--- config.mk ---
export PLATFORM = sky130hd
export DESIGN_NAME = controle_start_stop_multi
export DESIGN_NICKNAME = d
export VERILOG_FILES = /design/src/rtl/controle_pkg.sv /design/src/rtl/controle_start_stop_multi_debounce_edge.sv /design/src/rtl/controle_start_stop_multi.sv
export SDC_FILE = /design/constraint.sdc
export NUM_CORES = 1
export LEC_CHECK = 0
export CORE_ASPECT_RATIO = 1.25
export CORE_MARGIN = 2
export CORE_UTILIZATION = 55
export DETAILED_ROUTE_END_ITERATION = 10
export DONT_BUFFER_PORTS = 1
export HOLD_SLACK_MARGIN = 0.08
export PLACE_DENSITY = 0.7
export RECOVER_POWER = 100
export SLEW_MARGIN = 30
export SYNTH_ARGS = -nofsm -noshare
export SYNTH_HDL_FRONTEND = slang
export SYNTH_SLANG_ARGS = --single-unit
--- constraint.sdc ---
create_clock -name clk -period 1.9 [get_ports clk]
set_input_delay 0.38 -clock clk [delete_from_list [all_inputs] [get_ports clk]]
set_output_delay 0.38 -clock clk [all_outputs]
set_load 0.02 [all_outputs]
--- src/rtl/controle_pkg.sv ---
// ============================================================================
// controle_pkg : shared constants, types and helpers for the start/stop block
// Revision 1.0 : initial release
// ============================================================================
`default_nettype none

package controle_pkg;

    localparam int SYNC_STAGES = 2;

    // Width needed to count from 0 up to and including `cycles`.
    function automatic int cnt_width(input int cycles);
        return (cycles < 1) ? 1 : $clog2(cycles + 1);
    endfunction

    typedef enum logic {
        CH_STOPPED = 1'b0,
        CH_RUNNING = 1'b1
    } ch_state_t;

endpackage

`default_nettype wire

--- src/rtl/controle_start_stop_multi_debounce_edge.sv ---
// ============================================================================
// debounce_edge : synchroniser, debouncer and press (falling-edge) pulse
// Revision 1.0 : initial release
// ============================================================================
`default_nettype none

module debounce_edge
    import controle_pkg::*;
#(
    parameter int DEBOUNCE_CYCLES = 4
) (
    input  logic clk,
    input  logic rst_n,
    input  logic btn_n,
    output logic press
);

    localparam int              CNT_W   = cnt_width(DEBOUNCE_CYCLES);
    localparam logic [CNT_W-1:0] C_LIMIT = CNT_W'(DEBOUNCE_CYCLES);

    logic [SYNC_STAGES-1:0] r_sync;
    logic [SYNC_STAGES-1:0] r_prime;
    logic [CNT_W-1:0]       r_cnt;
    logic                   r_level;
    logic                   r_level_d;
    logic                   r_armed;
    logic                   r_press;
    logic                   w_synced;
    logic [CNT_W-1:0]       w_cnt_inc;

    assign w_synced  = r_sync[SYNC_STAGES-1];
    assign w_cnt_inc = r_cnt + CNT_W'(1);

    // r_armed only sets once a genuine released level has been observed after
    // the sync pipeline refilled, so a key held through reset cannot fire.
    always_ff @(posedge clk) begin
        if (!rst_n) begin
            r_sync    <= '1;
            r_prime   <= '0;
            r_cnt     <= '0;
            r_level   <= 1'b1;
            r_level_d <= 1'b1;
            r_armed   <= 1'b0;
            r_press   <= 1'b0;
        end else begin
            r_sync    <= {r_sync[SYNC_STAGES-2:0], btn_n};
            r_prime   <= {r_prime[SYNC_STAGES-2:0], 1'b1};
            r_level_d <= r_level;
            if (w_synced != r_level) begin
                if (w_cnt_inc == C_LIMIT) begin
                    r_level <= w_synced;
                    r_cnt   <= '0;
                end else begin
                    r_cnt   <= w_cnt_inc;
                end
            end else begin
                r_cnt <= '0;
            end
            if (r_prime[SYNC_STAGES-1] && w_synced && r_level) begin
                r_armed <= 1'b1;
            end
            r_press <= r_armed & r_level_d & ~r_level;
        end
    end

    assign press = r_press;

endmodule

`default_nettype wire

--- src/rtl/controle_start_stop_multi.sv ---
// ============================================================================
// controle_start_stop_multi : multi-channel start/stop run-flag controller
// Revision 1.0 : initial release
// ============================================================================
`default_nettype none

module controle_start_stop_multi
    import controle_pkg::*;
#(
    parameter int N_CH            = 2,
    parameter int DEBOUNCE_CYCLES = 4,
    parameter int TOGGLE_MODE     = 0,
    parameter int EXCLUSIVE       = 0
) (
    input  logic            clk,
    input  logic            rst_n,
    input  logic [N_CH-1:0] start_button,
    input  logic [N_CH-1:0] stop_button,
    input  logic            stop_all,
    output logic [N_CH-1:0] running,
    output logic [N_CH-1:0] started,
    output logic [N_CH-1:0] stopped
);

    logic [N_CH-1:0] w_start_press;
    logic [N_CH-1:0] w_stop_press;
    logic [N_CH-1:0] w_cur;
    logic [N_CH-1:0] w_base_next;
    logic [N_CH-1:0] w_req;
    logic [N_CH-1:0] w_grant;
    logic [N_CH-1:0] w_next;
    logic            w_found;

    ch_state_t       r_state [N_CH];
    logic [N_CH-1:0] r_started;
    logic [N_CH-1:0] r_stopped;

    generate
        for (genvar i = 0; i < N_CH; i++) begin : g_ch
            debounce_edge #(.DEBOUNCE_CYCLES(DEBOUNCE_CYCLES)) u_start (
                .clk   (clk),
                .rst_n (rst_n),
                .btn_n (start_button[i]),
                .press (w_start_press[i])
            );
            debounce_edge #(.DEBOUNCE_CYCLES(DEBOUNCE_CYCLES)) u_stop (
                .clk   (clk),
                .rst_n (rst_n),
                .btn_n (stop_button[i]),
                .press (w_stop_press[i])
            );
            assign w_cur[i] = (r_state[i] == CH_RUNNING);
        end
    endgenerate

    always_comb begin
        w_base_next = '0;
        w_req       = '0;
        w_grant     = '0;
        w_next      = '0;
        w_found     = 1'b0;
        for (int i = 0; i < N_CH; i++) begin
            if (stop_all || w_stop_press[i]) begin
                w_base_next[i] = 1'b0;
            end else if (w_start_press[i]) begin
                w_base_next[i] = (TOGGLE_MODE != 0) ? ~w_cur[i] : 1'b1;
            end else begin
                w_base_next[i] = w_cur[i];
            end
            w_req[i] = !stop_all && !w_stop_press[i] && w_start_press[i] && w_base_next[i];
        end
        // Lowest requesting index wins the exclusive grant.
        for (int i = 0; i < N_CH; i++) begin
            if (w_req[i] && !w_found) begin
                w_grant[i] = 1'b1;
                w_found    = 1'b1;
            end
        end
        if ((EXCLUSIVE != 0) && w_found) begin
            w_next = w_grant;
        end else begin
            w_next = w_base_next;
        end
    end

    always_ff @(posedge clk) begin
        if (!rst_n) begin
            for (int i = 0; i < N_CH; i++) begin
                r_state[i] <= CH_STOPPED;
            end
            r_started <= '0;
            r_stopped <= '0;
        end else begin
            for (int i = 0; i < N_CH; i++) begin
                r_state[i] <= w_next[i] ? CH_RUNNING : CH_STOPPED;
            end
            r_started <= w_next & ~w_cur;
            r_stopped <= ~w_next & w_cur;
        end
    end

    assign running = w_cur;
    assign started = r_started;
    assign stopped = r_stopped;

endmodule

`default_nettype wire

==> impl_metrics.toml <==
[detailed_routing]
first_pass_iters = 4
vias_per_cell = 4.90
drt-initial-drc-count = 14
num_vias = 877
wire_per_inst_microns = 11.0
drtAntennaViolNets = 0
postRouteWirelength_microns = 1970
drc = 0

[clock_network]
clock_latency_ns = 0.34
root_buffer = "clkbuf_4"
ctsLongestPathBuffers = 2
cts_tree = "built"
clkTransAtPathRegs_ns = 0.11
cts.sinks = 44
cts_resized = 0
cts_made_buffers = 5
h-tree-depth = 2

[global_routing]
grt_max_degree = 31
grt_use_total = 0.138
grt_pass1_wl_microns = 3020
grt_antenna_before_repair = 0
grt_pass1_vias = 723
overflow = 0

[pwr]
swShare = 0.200
internal_power_mw = 1.14
powerDensity_nw_per_um2 = 916
leakage_nw = 0.628
vdd.ir_drop.worst_mv = 0.690
p_switching_mw = 0.286
pwr-share-seq = 0.666
p_clk_frac = 0.311
comb_power_share = 0.023

[worst_setup_path]
cp-end-kind = "output port"
cp.arrival_ns = 0.85
reg2reg_slack_ns = 0.70
required_ns = 1.52
path_max_fanout = 4
r2r-start = "g_ch[1].u_start.r_cnt[0]$_SDFF_PP0_"
critPathKind = "flop to output port"
critPathLaunch = "r_state[0][1]$_SDFF_PN0_"
start_kind = "flop"

[placement]
place.gp.congestion = 0.583
io_buffers = 0
dp_hpwl_microns = 1340

[timing]
rsz0062_at_grt = "no"
finalHoldViolCount = 0
setup_viol = 0
fmaxAchievable_mhz = 811
finalClockSkew_ns = 0.00341
holdWs_ns = 0.118
slew_headroom = 0.790
tns_ns = 0
period_minus_slack_ns = 1.23
drv_slew = 0
tightestPinTransition_ns = 0.312
fin_crit_sh = 0.649

[logic_synthesis]
ys_ff_latch = 44
synth_nets = 153
postSynthCellCount = 138
synthMuxAreaShare = 0
synth_xor_area_frac = 0.0473
syn_avg_cell_area_sq_um = 10.7
synthSimpleGateAreaFrac = 0.156
yosys_warnings = 0
synth_compound_area_frac = 0.0981
synth_cell_types = 16
ys_seq_area_frac = 0.595
netlist_area_sq_um = 1480
synthAdderAreaFrac = 0.0676
synth_top_family_by_area = "simple AND/OR/NAND/NOR gates"

[final_layout]
diodes = 0
fin_nets = 159
regArea_sq_um = 881
area_growth_pct = 5.33
drive_above_1_share = 0.0414
nFillCells = 238
multi_input_area_sq_um = 527

[outcome]
status = "finished, final reports clean"

[floorplan]
die_area_sq_um = 3120
core_area_sq_um = 2630
fp.dieH_microns = 62
ioPinCount = 13
initial_core_util = 0.563
die_w_microns = 50.4
rows = 21

[job]
drv_cap = 0

[hold_path]
hold_path_startpoint = "rst_n"
hp-class = "primary input to flop"
==> timing repair <==
action | in CTS | in global routing
hold buffers | 1 | 1
buffers inserted | 0 | 0
endpoints found under the hold margin | 1 | 6
==> cells by family (layout without fill, tap and decap cells) <==
logic type | after synthesis | in the layout
buffers and inverters | 11 | 18
xor gates and xnor gates | 8 | 8
DFF | 44 | 44
and+or+nand+nor | 49 | 49
AOI/OAI and AO/OA | 18 | 18
adders and majority gates | 8 | 8
==> power groups by stage <==
stage               Combinational, mW  Clock [mW]  Sequential [mW]
floorplan                      0.0360           0            0.969
global placement               0.0271           0            0.972
detailed placement             0.0289           0            0.973
CTS                            0.0307       0.463            0.952
global route                   0.0370       0.504            0.954
finish                         0.0322       0.445            0.951
==> routing by layer <==
metal  wire length, microns  GRT usage  vias to the layer above
met5                      0          0                        -
li1                       -          -                      460
met1                    854      0.133                      394
met4                     45     0.0811                        0
met2                    961      0.231                       17
met3                    107     0.0837                        6
==> layout by cell type (no fill, tap or decap) <==
cell type	count
a31oi_1	4
nand2_1	10
clkbuf_8	1
o211a_1	2
o211ai_1	8
nand2b_1	12
nor2_1	20
and2_1	1
xnor2_1	4
dfxtp_1	44
inv_1	8
clkbuf_1	2
xor2_1	4
dlygate4sd3_1	2
nor2b_1	6
clkbuf_4	5
o21ai_0	4
ha_1	8
==> synthesized netlist by cell type <==
cell type / number / area, sq um
inv_1: 8 / 30.0
and2_1: 1 / 6.26
nor2_1: 20 / 75.1
xnor2_1: 4 / 35.0
o211ai_1: 4 / 30.0
nand2_1: 10 / 37.5
xor2_1: 4 / 35.0
o21ai_0: 4 / 20.0
a31oi_1: 4 / 25.0
ha_1: 8 / 100
o211ai_2: 4 / 50.1
dfxtp_1: 44 / 881
nor2b_1: 6 / 37.5
nand2b_1: 12 / 75.1
o211a_1: 2 / 20.0
buf_4: 3 / 22.5
==> per-stage QoR <==
stage	util	std cells	worst slack [ns]	power [mW]	cell area, sq um
after global routing	0.593	179	0.583	1.50	1560
after global placement	0.571	169	0.802	0.999	1500
after floorplan	-	138	0.846	1.01	1480
after CTS	0.597	178	0.652	1.45	1570
after detailed placement	0.571	169	0.732	1.00	1500
final	0.593	179	0.667	1.43	1560
==> flip-flops by register name, indices dropped and copies added, names as in the netlist <==
name and cells:
g_ch.u_start.press 2, g_ch.u_start.r_armed 2, g_ch.u_start.r_cnt 6, g_ch.u_start.r_level 2
g_ch.u_start.r_level_d 2, g_ch.u_start.r_prime 1, g_ch.u_start.r_sync 4, g_ch.u_stop.press 2
g_ch.u_stop.r_armed 2, g_ch.u_stop.r_cnt 6, g_ch.u_stop.r_level 2, g_ch.u_stop.r_level_d 2
g_ch.u_stop.r_prime 1, g_ch.u_stop.r_sync 4, r_state 2, started 2
stopped 2
==> final cells by class <==
cell class	instances	area share
well taps	34	0.0273
clock buffers	8	0.0377
multi-input cells	83	0.338
repair buffers	2	0.0128
inverters	8	0.0193
flip-flops and latches	44	0.565
==> final timing paths <==
kind,to,depth (start not counted)
setup / recovery,running[1],0
hold / removal,g_ch[1].u_stop.r_sync[0]$_SDFF_PN1_,1
setup reg to reg,g_ch[1].u_start.r_cnt[1]$_SDFF_PP0_,4
hold reg to reg,g_ch[0].u_start.r_sync[1]$_SDFF_PN1_,1
Note: power is estimated with default switching activity, not from simulation.
